### config.mk
export PLATFORM = sky130hd
export DESIGN_NAME = mir_decoder_flat
export DESIGN_NICKNAME = d
export VERILOG_FILES = /design/src/rtl/mir_decoder_if.sv /design/src/rtl/mir_decoder.sv /design/src/flat_wrapper.sv
export SDC_FILE = /design/constraint.sdc
export NUM_CORES = 1
export LEC_CHECK = 0
export BUFFER_PORTS_ARGS = -buffer_cell sky130_fd_sc_hd__buf_2
export CAP_MARGIN = 20
export CELL_PAD_IN_SITES_DETAIL_PLACEMENT = 1
export CELL_PAD_IN_SITES_GLOBAL_PLACEMENT = 2
export CORE_MARGIN = 2
export CORE_UTILIZATION = 30
export CTS_CLUSTER_DIAMETER = 50
export DETAILED_ROUTE_END_ITERATION = 10
export PLACE_DENSITY_LB_ADDON = 0.1
export SYNTH_ARGS = -nofsm -noshare
export SYNTH_HDL_FRONTEND = slang
export SYNTH_SLANG_ARGS = --single-unit
### constraint.sdc
create_clock -name clk -period 2.03 [get_ports clk]
set_input_delay 0.3045 -clock clk [delete_from_list [all_inputs] [get_ports clk]]
set_output_delay 0.3045 -clock clk [all_outputs]
set_load 0.005 [all_outputs]
### src/rtl/mir_decoder_if.sv
// Signal bundle between the control store / memory side and the microinstruction decoder.
// The decoder connects through the slave modport; the control store and memory connect through master.
interface mir_decoder_if #(
    parameter int MIR_W = 30,
    parameter int NLD   = 10
);
    logic [MIR_W-1:0] mir;
    logic             mir_valid;
    logic             mem_ack;
    logic [NLD-1:0]   ld_en;
    logic [3:0]       bus_sel;
    logic [3:0]       alu_op;
    logic             pc_inc;
    logic             mem_req;
    logic             mem_we;
    logic             mem_fetch;
    logic             mbr_ld;
    logic             busy;
    logic             mem_err;
    logic             overrun;

    modport master (
        output mir, mir_valid, mem_ack,
        input  ld_en, bus_sel, alu_op, pc_inc, mem_req, mem_we, mem_fetch,
               mbr_ld, busy, mem_err, overrun
    );

    modport slave (
        input  mir, mir_valid, mem_ack,
        output ld_en, bus_sel, alu_op, pc_inc, mem_req, mem_we, mem_fetch,
               mbr_ld, busy, mem_err, overrun
    );
endinterface

### src/rtl/mir_decoder.sv
// Microinstruction register and decoder: captures control-store words, issues register-load
// strobes, and sequences memory read/write handshakes with a bounded acknowledge wait.
module mir_decoder #(
    parameter int MIR_W = 30,
    parameter int NLD   = 10,
    parameter int TMO   = 15
) (
    input  logic          clk,
    input  logic          rst_n,
    mir_decoder_if.slave  bus
);
    // Only the low fields are kept; the next-address field belongs to the sequencer.
    localparam int CAP_W = NLD + 12;
    localparam int CW    = $clog2(TMO + 1);
    localparam logic [CW-1:0] CNT_LAST = CW'(TMO - 1);

    typedef enum logic [1:0] {
        IDLE,
        EXEC,
        MEM_WAIT,
        DONE
    } state_t;

    state_t           state;
    state_t           state_next;
    logic [CAP_W-1:0] cap;
    logic [CW-1:0]    wait_cnt;
    logic             mem_req_q;
    logic             mem_we_q;
    logic             mem_fetch_q;
    logic             mem_err_q;
    logic             overrun_q;

    logic [2:0]       mem_field;
    logic [NLD-1:0]   cap_ld;
    logic             cap_pc;
    logic             cap_write;

    logic             req_start;
    logic             req_stop;
    logic             err_set;
    logic             cnt_inc;
    logic [NLD-1:0]   ld_en_c;
    logic             pc_inc_c;
    logic             mbr_ld_c;

    assign mem_field = cap[7:5];
    assign cap_pc    = cap[4];
    assign cap_ld    = cap[8 +: NLD];
    assign cap_write = cap[5];

    always_ff @(posedge clk or negedge rst_n) begin
        if (!rst_n) begin
            state <= IDLE;
        end else begin
            state <= state_next;
        end
    end

    always_comb begin
        state_next = state;
        req_start  = 1'b0;
        req_stop   = 1'b0;
        err_set    = 1'b0;
        cnt_inc    = 1'b0;
        ld_en_c    = '0;
        pc_inc_c   = 1'b0;
        mbr_ld_c   = 1'b0;
        case (state)
            IDLE: begin
                if (bus.mir_valid) begin
                    state_next = EXEC;
                end
            end
            EXEC: begin
                if (mem_field == 3'b000) begin
                    ld_en_c    = cap_ld;
                    pc_inc_c   = cap_pc;
                    state_next = IDLE;
                end else if ($onehot(mem_field)) begin
                    req_start  = 1'b1;
                    state_next = MEM_WAIT;
                end else begin
                    err_set    = 1'b1;
                    state_next = IDLE;
                end
            end
            MEM_WAIT: begin
                // An acknowledge on the final wait cycle still completes the access.
                if (bus.mem_ack) begin
                    req_stop   = 1'b1;
                    state_next = DONE;
                end else if (wait_cnt == CNT_LAST) begin
                    req_stop   = 1'b1;
                    err_set    = 1'b1;
                    state_next = IDLE;
                end else begin
                    cnt_inc = 1'b1;
                end
            end
            DONE: begin
                ld_en_c    = cap_ld;
                pc_inc_c   = cap_pc;
                mbr_ld_c   = !cap_write;
                state_next = IDLE;
            end
            default: begin
                state_next = IDLE;
            end
        endcase
    end

    always_ff @(posedge clk or negedge rst_n) begin
        if (!rst_n) begin
            cap         <= '0;
            wait_cnt    <= '0;
            mem_req_q   <= 1'b0;
            mem_we_q    <= 1'b0;
            mem_fetch_q <= 1'b0;
            mem_err_q   <= 1'b0;
            overrun_q   <= 1'b0;
        end else begin
            if (state == IDLE && bus.mir_valid) begin
                cap <= bus.mir[CAP_W-1:0];
            end
            // Words arriving while busy, including the last busy cycle, are dropped.
            if (state != IDLE && bus.mir_valid) begin
                overrun_q <= 1'b1;
            end
            if (err_set) begin
                mem_err_q <= 1'b1;
            end
            if (req_start) begin
                wait_cnt <= '0;
            end else if (cnt_inc) begin
                wait_cnt <= wait_cnt + CW'(1);
            end
            if (req_start) begin
                mem_req_q   <= 1'b1;
                mem_we_q    <= (mem_field == 3'b001);
                mem_fetch_q <= (mem_field == 3'b100);
            end else if (req_stop) begin
                mem_req_q   <= 1'b0;
                mem_we_q    <= 1'b0;
                mem_fetch_q <= 1'b0;
            end
        end
    end

    assign bus.ld_en     = ld_en_c;
    assign bus.pc_inc    = pc_inc_c;
    assign bus.mbr_ld    = mbr_ld_c;
    assign bus.bus_sel   = cap[3:0];
    assign bus.alu_op    = cap[CAP_W-1 -: 4];
    assign bus.mem_req   = mem_req_q;
    assign bus.mem_we    = mem_we_q;
    assign bus.mem_fetch = mem_fetch_q;
    assign bus.busy      = (state != IDLE);
    assign bus.mem_err   = mem_err_q;
    assign bus.overrun   = overrun_q;
endmodule
### src/flat_wrapper.sv
// flat-port wrapper written by rule: the top's interface ports become plain ports
module mir_decoder_flat 
#(
    parameter int MIR_W = 30,
    parameter int NLD   = 10,
    parameter int TMO   = 15
)
  (clk, rst_n, bus_mir, bus_mir_valid, bus_mem_ack, bus_ld_en, bus_bus_sel, bus_alu_op, bus_pc_inc, bus_mem_req, bus_mem_we, bus_mem_fetch, bus_mbr_ld, bus_busy, bus_mem_err, bus_overrun);
  mir_decoder_if #(.MIR_W(MIR_W), .NLD(NLD)) bus_i ();
  input  logic clk;
  input  logic rst_n;
  input wire logic [$bits(bus_i.mir)-1:0] bus_mir;
  input wire logic [$bits(bus_i.mir_valid)-1:0] bus_mir_valid;
  input wire logic [$bits(bus_i.mem_ack)-1:0] bus_mem_ack;
  output wire logic [$bits(bus_i.ld_en)-1:0] bus_ld_en;
  output wire logic [$bits(bus_i.bus_sel)-1:0] bus_bus_sel;
  output wire logic [$bits(bus_i.alu_op)-1:0] bus_alu_op;
  output wire logic [$bits(bus_i.pc_inc)-1:0] bus_pc_inc;
  output wire logic [$bits(bus_i.mem_req)-1:0] bus_mem_req;
  output wire logic [$bits(bus_i.mem_we)-1:0] bus_mem_we;
  output wire logic [$bits(bus_i.mem_fetch)-1:0] bus_mem_fetch;
  output wire logic [$bits(bus_i.mbr_ld)-1:0] bus_mbr_ld;
  output wire logic [$bits(bus_i.busy)-1:0] bus_busy;
  output wire logic [$bits(bus_i.mem_err)-1:0] bus_mem_err;
  output wire logic [$bits(bus_i.overrun)-1:0] bus_overrun;
  assign bus_i.mir = bus_mir;
  assign bus_i.mir_valid = bus_mir_valid;
  assign bus_i.mem_ack = bus_mem_ack;
  assign bus_ld_en = bus_i.ld_en;
  assign bus_bus_sel = bus_i.bus_sel;
  assign bus_alu_op = bus_i.alu_op;
  assign bus_pc_inc = bus_i.pc_inc;
  assign bus_mem_req = bus_i.mem_req;
  assign bus_mem_we = bus_i.mem_we;
  assign bus_mem_fetch = bus_i.mem_fetch;
  assign bus_mbr_ld = bus_i.mbr_ld;
  assign bus_busy = bus_i.busy;
  assign bus_mem_err = bus_i.mem_err;
  assign bus_overrun = bus_i.overrun;
  mir_decoder #(.MIR_W(MIR_W), .NLD(NLD), .TMO(TMO)) u_core (.clk(clk), .rst_n(rst_n), .bus(bus_i));
endmodule
# ---- Yosys cells after proc, flatten, opt, wreduce, memory -nomap -nowiden
# Index checks and enable logic that the tools add are counted.
dict set report totals {
  latch_bits 0
  mem_bits_rw 0
  rom_bits 0
  elab_cells 59
  mem_count 0
  register_bits 33
}
dict set report classes {
  eq_ne 9
  mux 30
  magnitude_cmp 0
  shift 0
  bitwise_logic 0
  add_sub_neg 3
  n_div 0
  reduce_logical 9
  mul 0
}
# operator n
set ops {}
lappend ops {{case mux 10 bit (2 select lines)} 1}
lappend ops {{2-to-1 mux 1 bit} 18}
lappend ops {{2-to-1 mux 10 bit} 1}
lappend ops {{2-to-1 mux 2 bit} 5}
lappend ops {{2-to-1 mux 4 bit} 2}
lappend ops {{case mux 2 bit (4 select lines)} 1}
lappend ops {{nonzero test 2 bit} 3}
lappend ops {{adder 4 x 1 -> 4 bit, second input constant} 1}
lappend ops {{equality test 2 x 1 -> 1 bit, second input constant} 2}
lappend ops {{equality test 2 bit, second input constant} 2}
lappend ops {{equality test 4 bit, second input constant} 1}
lappend ops {{case mux 1 bit (2 select lines)} 2}
lappend ops {{equality test 3 x 1 -> 1 bit, second input constant} 1}
lappend ops {{equality test 3 bit, second input constant} 1}
lappend ops {{logical NOT 3 bit} 1}
lappend ops {{inequality test 3 x 2 -> 1 bit, second input constant} 1}
lappend ops {{adder 1 x 1 -> 2 bit} 1}
lappend ops {{adder 2 x 1 -> 2 bit} 1}
lappend ops {{logical AND 1 bit} 2}
lappend ops {{logical NOT 2 bit} 1}
lappend ops {{inequality test 2 bit, second input constant} 1}
lappend ops {{AND reduction 2 bit} 1}
lappend ops {{logical NOT 1 bit} 1}

# ---- Longest topological paths before layout
# Gate-level depths: netlist (run 1).
dict set report logic_depth {
  word_depth 7
  mapped_depth 5
  ltp_nobuf 5
}

# ---- Worst setup path after synthesis (run 1)
# No wires, ideal clock.
dict set report synth_path {
  kind {register -> register}
  from {register u_core.cap[5]}
  to {register u_core.mem_we_q (netlist: u_core.bus.mem_we)}
  setup_time_ns 0.120
  t_required_ns 1.910
  arrival_ns 1.506
  stages_incl_launch_ff 6
  path_slack_ns 0.404
  period_less_slack_ns 1.626
  path_cell_list {dfrtp_1 > inv_1 > fa_1 > nand3b_1 > a21o_1 > a31o_1}
}
dict set report synth_via {
  elab_chain_len 7
  elab_cells_between_ends 10
  classes_between {add/sub: 2; eq/ne: 2; mux: 4; reduce/logical: 2}
}
# element line_no
set synth_lines {}
lappend synth_lines {{start: declaration} mir_decoder.sv:26} ;# logic [CAP_W-1:0] cap;
lappend synth_lines {{start signal: assignment} mir_decoder.sv:124} ;# cap <= bus.mir[CAP_W-1:0];
lappend synth_lines {{adder 1 x 1 -> 2 bit (implied by the code)} mir_decoder.sv:80} ;# end else if ($onehot(mem_field)) begin
lappend synth_lines {{adder 2 x 1 -> 2 bit (implied by the code)} mir_decoder.sv:80}
lappend synth_lines {{equality test 2 x 1 -> 1 bit} mir_decoder.sv:80}
lappend synth_lines {{2-to-1 mux 1 bit} mir_decoder.sv:80}
lappend synth_lines {{2-to-1 mux 1 bit} mir_decoder.sv:76} ;# if (mem_field == 3'b000) begin
lappend synth_lines {{2-to-1 mux 1 bit} mir_decoder.sv:69} ;# case (state)
lappend synth_lines {{2-to-1 mux 1 bit / nonzero test 2 bit (equally long branches)} --}
lappend synth_lines {{end signal: assignment} mir_decoder.sv:140} ;# mem_we_q <= (mem_field == 3'b001);
lappend synth_lines {{end: declaration} mir_decoder.sv:29} ;# logic mem_we_q;
# Several ways; a longest one is shown, not always the timed one.
# A chain may end at the register's enable or synchronous reset.

# ---- Worst setup path after layout (run 1)
dict set report layout_path {
  from {register u_core.state[1]}
  to {output bus_ld_en[9]}
}
dict set report layout_via {
  elab_chain_len 2
  elab_cells_between_ends 3
  classes_between {eq/ne: 2; mux: 1}
}
# element line_no
set layout_lines {}
lappend layout_lines {{start: declaration} mir_decoder.sv:24} ;# state_t state;
lappend layout_lines {{start signal: assignment} mir_decoder.sv:56} ;# state <= state_next;
lappend layout_lines {{equality test 2 bit / equality test 2 x 1 -> 1 bit (equally long branches)} mir_decoder.sv:69}
lappend layout_lines {{case mux 10 bit (2 select lines) *} mir_decoder.sv:69}
lappend layout_lines {{end: declaration} flat_wrapper.sv:15} ;# output wire logic [$bits(bus_i.ld_en)-1:0] bus_ld_en;
# Every way passes the cells marked *; elsewhere a longest branch is shown, timed or not.

==> out/metrics.yaml, run 1 <==
hold_viol: 0
required_ps: 1730
final_cell_mix: "51 x buf_2, 33 x dfrtp_1, 20 x mux2_1"
drv_slew: 0
die_w_microns: 77.6
max_slew_margin_pct: 50.5
cp_num_buf_inv: 2
status: "completed"
grt_usage_pct: 13.0
synth-xor-area-share_pct: 0
drtAntennaViolNets: 0
clk_latency_ps: 270
wl_per_cell_microns: 13.7
grt_pass1_wl_mm: 6.11
drcViolationCount: 0
synth-edff-count: 0
syn_nets: 175
yosys_warnings: 0
fin_ws_ps: 187
place_hpwl_mm: 2.76
cpPeakStageDelay_ps: 400
place_ws_ps: 29.1
port_buffers: 51
yosys.area_share.adder_pct: 5.86
die-height_microns: 77.6
ir_drop_mv: 0.534
cp_cell_sequence: "inv_1 > ha_1 > a21oi_4 > nor2b_1 > buf_2"
skew_ps: 2.54
antenna_found_initial: 0
synth_area_leaders: "dfrtp_1 51%, mux2_1 14%, ha_1 4.6%, nor2b_1 4.6%, buf_4 3.7%"
core-area_sq_mm: 0.00517
n_antenna_cell: 0
final_nets: 225
ctsHtreeMaxLevel: 2
numCtsBuffers: 5
grt_pass1_vias: 1263
first_iter_violations: 24
synthSimpleGateAreaFrac_pct: 11.6
syn_area_sq_mm: 0.00162
finalSetupViolCount: 0
firstDrtPassIters: 4
io-pin-count: 60
routed_wl_mm: 3.50
fin_tns_setup_ps: 0
tightest_slew_ps: 742
yosysTopAreaCellShare_pct: 50.9
synth_compound_area_share_pct: 9.64
clk_path_buf_depth: 2
cts.clk_slew.worst_paths_ps: 70
cts_tree: "yes"
crit_slowest_cell: "dfrtp_1"
synth_top_family_by_area: "multiplexers"
rsz0062_at_grt: "false"
powerDensity_mw_per_mm2: 1420
crit_type: "flop to output pin"
rows: 26
cts_root_buffer: "clkbuf_8"
synth_ff_type: "dfrtp_1"
drive_gt1_share_pct: 36.8
seq_area_frac_synth_pct: 50.9
viasPerCell: 4.51
initial_core_util_pct: 31.4
cp.arrival_ps: 1540
clkSinkCount: 33
die_area_sq_mm: 0.00601
gp_congestion: 0.688
hold_class: "primary input to asynchronous set/reset pin"
cp-start-kind: "flop"
end_kind: "output pin"
async_flop_share_pct: 100
vias: 1149
fin_crit_sh_pct: 90.8
netlist_instances: 134
ys_ff_latch: 33
crit_fanout: 11
period_minus_slack_ps: 1840
leakage_uw: 0.000969
synth.area.mux_share_pct: 15.3
synth_cell_types: 34
grt-ovfl-total: 0
syn_to_final_growth_pct: 25.8
holdBufCountCts: 0
synth.largest_area_cell: "dfrtp_1"
cap_violations: 0
final_common_cell: "buf_2"
max_freq_mhz: 543
syn_area_per_cell_sq_um: 12.1
grt_max_degree: 34
cp_top_family: "flip-flops"
synthesized netlist by cell type, types with 2 or more instances:
master,n
a21o_1,4
nand3_1,3
a21oi_1,4
nor2b_1,12
inv_1,9
ha_1,6
nand2_1,2
dfrtp_1,33
or3_1,2
o21ai_0,3
nor2_1,2
mux2_1,20
buf_4,8
o22ai_1,3
buf_2,3
mux2_2,2
power by group:
group	internal [uW]	switching (uW)	total (uW)
clock network	400	230	631
registers	950	182	1130
logic	593	551	1140
total	1940	963	2910
area by class of cell:
| class | count | area [sq um] |
|---|---|---|
| fillers | 598 | 3130 |
| flip-flops and latches | 33 | 826 |
| multi-input cells | 81 | 699 |
| repair buffers | 54 | 278 |
| well taps | 70 | 87.6 |
| clock buffers | 7 | 86.3 |
| inverters | 9 | 33.8 |
| clock inverters | 1 | 30.0 |
flip-flops by register name, summed over array words and instances (netlist names):
register              flops
u_core.cap               22
u_core.wait_cnt           4
u_core.state              2
u_core.bus.mem_err        1
u_core.bus.mem_fetch      1
u_core.bus.mem_req        1
u_core.bus.mem_we         1
u_core.bus.overrun        1
cells by family after synthesis:
logic type,after synthesis
buf+inv,20
fa+ha+maj,7
simple gates,29
mux,22
compound gates,23
flops,33
final timing paths:
check | start | to | slack (ps) | depth (start not counted)
setup / recovery | u_core.state[1] | bus_ld_en[9] | 190 | 5
hold / removal | rst_n | u_core.bus.mem_we | 90 | 1
setup reg to reg | u_core.cap[5] | u_core.bus.mem_we | 220 | 5
hold reg to reg | u_core.bus.overrun | u_core.bus.overrun | 460 | 1
max in group asynchronous | rst_n | u_core.wait_cnt[1] | 1460 | 1
min in group clk | bus_mir[1] | u_core.cap[1] | 240 | 2
metrics by stage:
stage | instances | hold WS, ps | power [uW] | util, % | area [sq um]
2_1_floorplan | 134 | 8.91 | 1950 | - | 1620
3_3_place_gp | 247 | 412 | 2250 | 37.0 | 1910
3_5_place_dp | 247 | 427 | 2300 | 37.0 | 1910
4_1_cts | 255 | 118 | 2990 | 39.5 | 2040
5_1_grt | 255 | 141 | 3180 | 39.5 | 2040
6_report | 255 | 89.3 | 2910 | 39.5 | 2040
per-layer routing:
metal  global-route usage, %  part of all wire (%)
met1                    16.3                    43
met2                    21.0                    50
met3                    4.53                   6.6
met4                    4.29                  0.66
met5                       0                     0
what timing repair did:
item                       4_1_cts  5_1_grt
gates resized for setup          2        0
setup buffers                    0        0
setup endpoints to repair       11        0
Note: power is estimated with default switching activity, not from simulation.
==> run 2: changes to the inputs <==
- MAX_ROUTING_LAYER: not set -> met4
==> out/metrics.yaml, run 2 (same netlist as run 1, synthesis figures left out) <==
cts_tree: "yes"
tightest_slew_ps: 742  # -0.0235 ps
hold_class: "primary input to asynchronous set/reset pin"
numCtsBuffers: 5  # unchanged
rows: 26  # unchanged
fin_crit_sh_pct: 90.8  # about the same
status: "completed"
required_ps: 1730  # about the same
n_antenna_cell: 0  # unchanged
top_register: "u_core.cap"
clkSinkCount: 33  # unchanged
grt_pass1_wl_mm: 6.11  # unchanged
fin_tns_setup_ps: 0  # unchanged
reg2reg_depth: 5  # unchanged
finalSetupViolCount: 0  # unchanged
port_buffers: 51  # unchanged
wl_per_cell_microns: 13.8  # +0.14%
final_cell_mix: "51 x buf_2, 33 x dfrtp_1, 20 x mux2_1"
cap_violations: 0  # unchanged
die_w_microns: 77.6  # unchanged
gp_congestion: 0.695  # +1.0%
r2r-start: "u_core.cap[5]"
fillers: 598  # unchanged
cpPeakStageDelay_ps: 400  # about the same
cts_root_buffer: "clkbuf_8"
firstDrtPassIters: 4  # unchanged
cp_cell_sequence: "inv_1 > ha_1 > a21oi_4 > nor2b_1 > buf_2"
ir_drop_mv: 0.534  # about the same
drtAntennaViolNets: 0  # unchanged
syn_to_final_growth_pct: 25.8  # unchanged
viasPerCell: 4.51  # unchanged
core-area_sq_mm: 0.00517  # unchanged
skew_ps: 2.54  # unchanged
antenna_found_initial: 0  # unchanged
io-pin-count: 60  # unchanged
finalNonFillerCells: 255  # unchanged
initial_core_util_pct: 31.4  # unchanged
first_iter_violations: 24  # unchanged
vias: 1149  # unchanged
crit_end: "bus_ld_en[9]"
grt_max_degree: 34  # unchanged
r2r_end: "u_core.bus.mem_we"
hold_viol: 0  # unchanged
grt_pass1_vias: 1262  # -0.079%
final_common_cell: "buf_2"
crit_slowest_cell: "dfrtp_1"
max_freq_mhz: 543  # about the same
place_hpwl_mm: 2.76  # unchanged
cts.clk_slew.worst_paths_ps: 70  # about the same
final_nets: 225  # unchanged
clk_path_buf_depth: 2  # unchanged
startpoint: "u_core.state[1]"
post_cts_buffers: 0  # unchanged
crit_type: "flop to output pin"
dp_cells: 247  # unchanged
largestRegisters: "u_core.cap (22), u_core.wait_cnt (4), u_core.state (2)"
reg2reg_slack_ps: 220  # about the same
period_minus_slack_ps: 1840  # +0.0870 ps
crit_fanout: 11  # unchanged
rsz0062_at_grt: "false"
ctsHtreeMaxLevel: 2  # unchanged
drcViolationCount: 0  # unchanged
powerDensity_mw_per_mm2: 1420  # about the same
end_kind: "output pin"
leakage_uw: 0.000969  # unchanged
die_area_sq_mm: 0.00601  # unchanged
cp.arrival_ps: 1540  # about the same
cp-start-kind: "flop"
max_slew_margin_pct: 50.5  # about the same
die-height_microns: 77.6  # unchanged
grt-ovfl-total: 0  # unchanged
grt_usage_pct: 13.4  # +0.36 points
largest_reg_flops: 22  # unchanged
routed_wl_mm: 3.51  # +0.14%
drive_gt1_share_pct: 36.8  # unchanged
clk_latency_ps: 270  # about the same
drv_slew: 0  # unchanged
## run 2: how the worst min path moves through the flow
stage | slack [ps] | to | depth (start not counted) | from
global route | 140 | u_core.bus.mem_fetch | 1 | rst_n
CTS | 120 | u_core.bus.mem_we | 1 | rst_n
finish | 90 | u_core.bus.mem_we | 1 | rst_n
floorplan | 9 | u_core.bus.mem_err | 0 | rst_n
global placement | 410 | u_core.bus.mem_we | 1 | rst_n
detailed placement | 430 | u_core.bus.mem_we | 1 | rst_n
## run 2: worst max-delay path, delay by kind of cell (launching register included)
family / cells / cell delay, ps
flops: 1 / 400
fa+ha+maj: 1 / 240
compound gates: 1 / 300
buf+inv: 2 / 220
simple gates: 1 / 90
## run 2: repair_timing
item / CTS / global route
endpoints found under the setup margin: 11 / 0
gates resized for setup: 2 / 0
hold buffers: 0 / 0
## run 2: layout make-up
cell class | count | area, sq um | area share (%)
tap | 70 | 87.6 | 4.29
clock inverter | 1 | 30.0 | 1.47
multi-input combinational | 81 | 699 | 34.3
timing repair buffer | 54 | 278 | 13.6
clock buffer | 7 | 86.3 | 4.23
sequential | 33 | 826 | 40.5
inverter | 9 | 33.8 | 1.66
## run 2: power by group
part	switching (uW)	internal (uW)
clock network	231	400
logic	551	593
registers	182	950
## run 2: metal layers
metal	wire, microns	global-route usage [%]	vias up
li1	-	-	554
met1	1530	16.4	559
met2	1740	21.0	34
met3	220	4.30	2
met4	23	4.29	0
met5	0	-	-
## run 2: metrics by stage
stage / area [sq um] / util (%) / hold slack, ps / setup WS (ps) / total power, uW
after floorplan: 1620 / - / 8.91 / 404 / 1950
after global placement: 1910 / 37.0 / 412 / 54.7 / 2250
after detailed placement: 1910 / 37.0 / 427 / 29.1 / 2300
after CTS: 2040 / 39.5 / 118 / 133 / 2990
after global routing: 2040 / 39.5 / 141 / 8.28 / 3180
final: 2040 / 39.5 / 89.2 / 187 / 2910
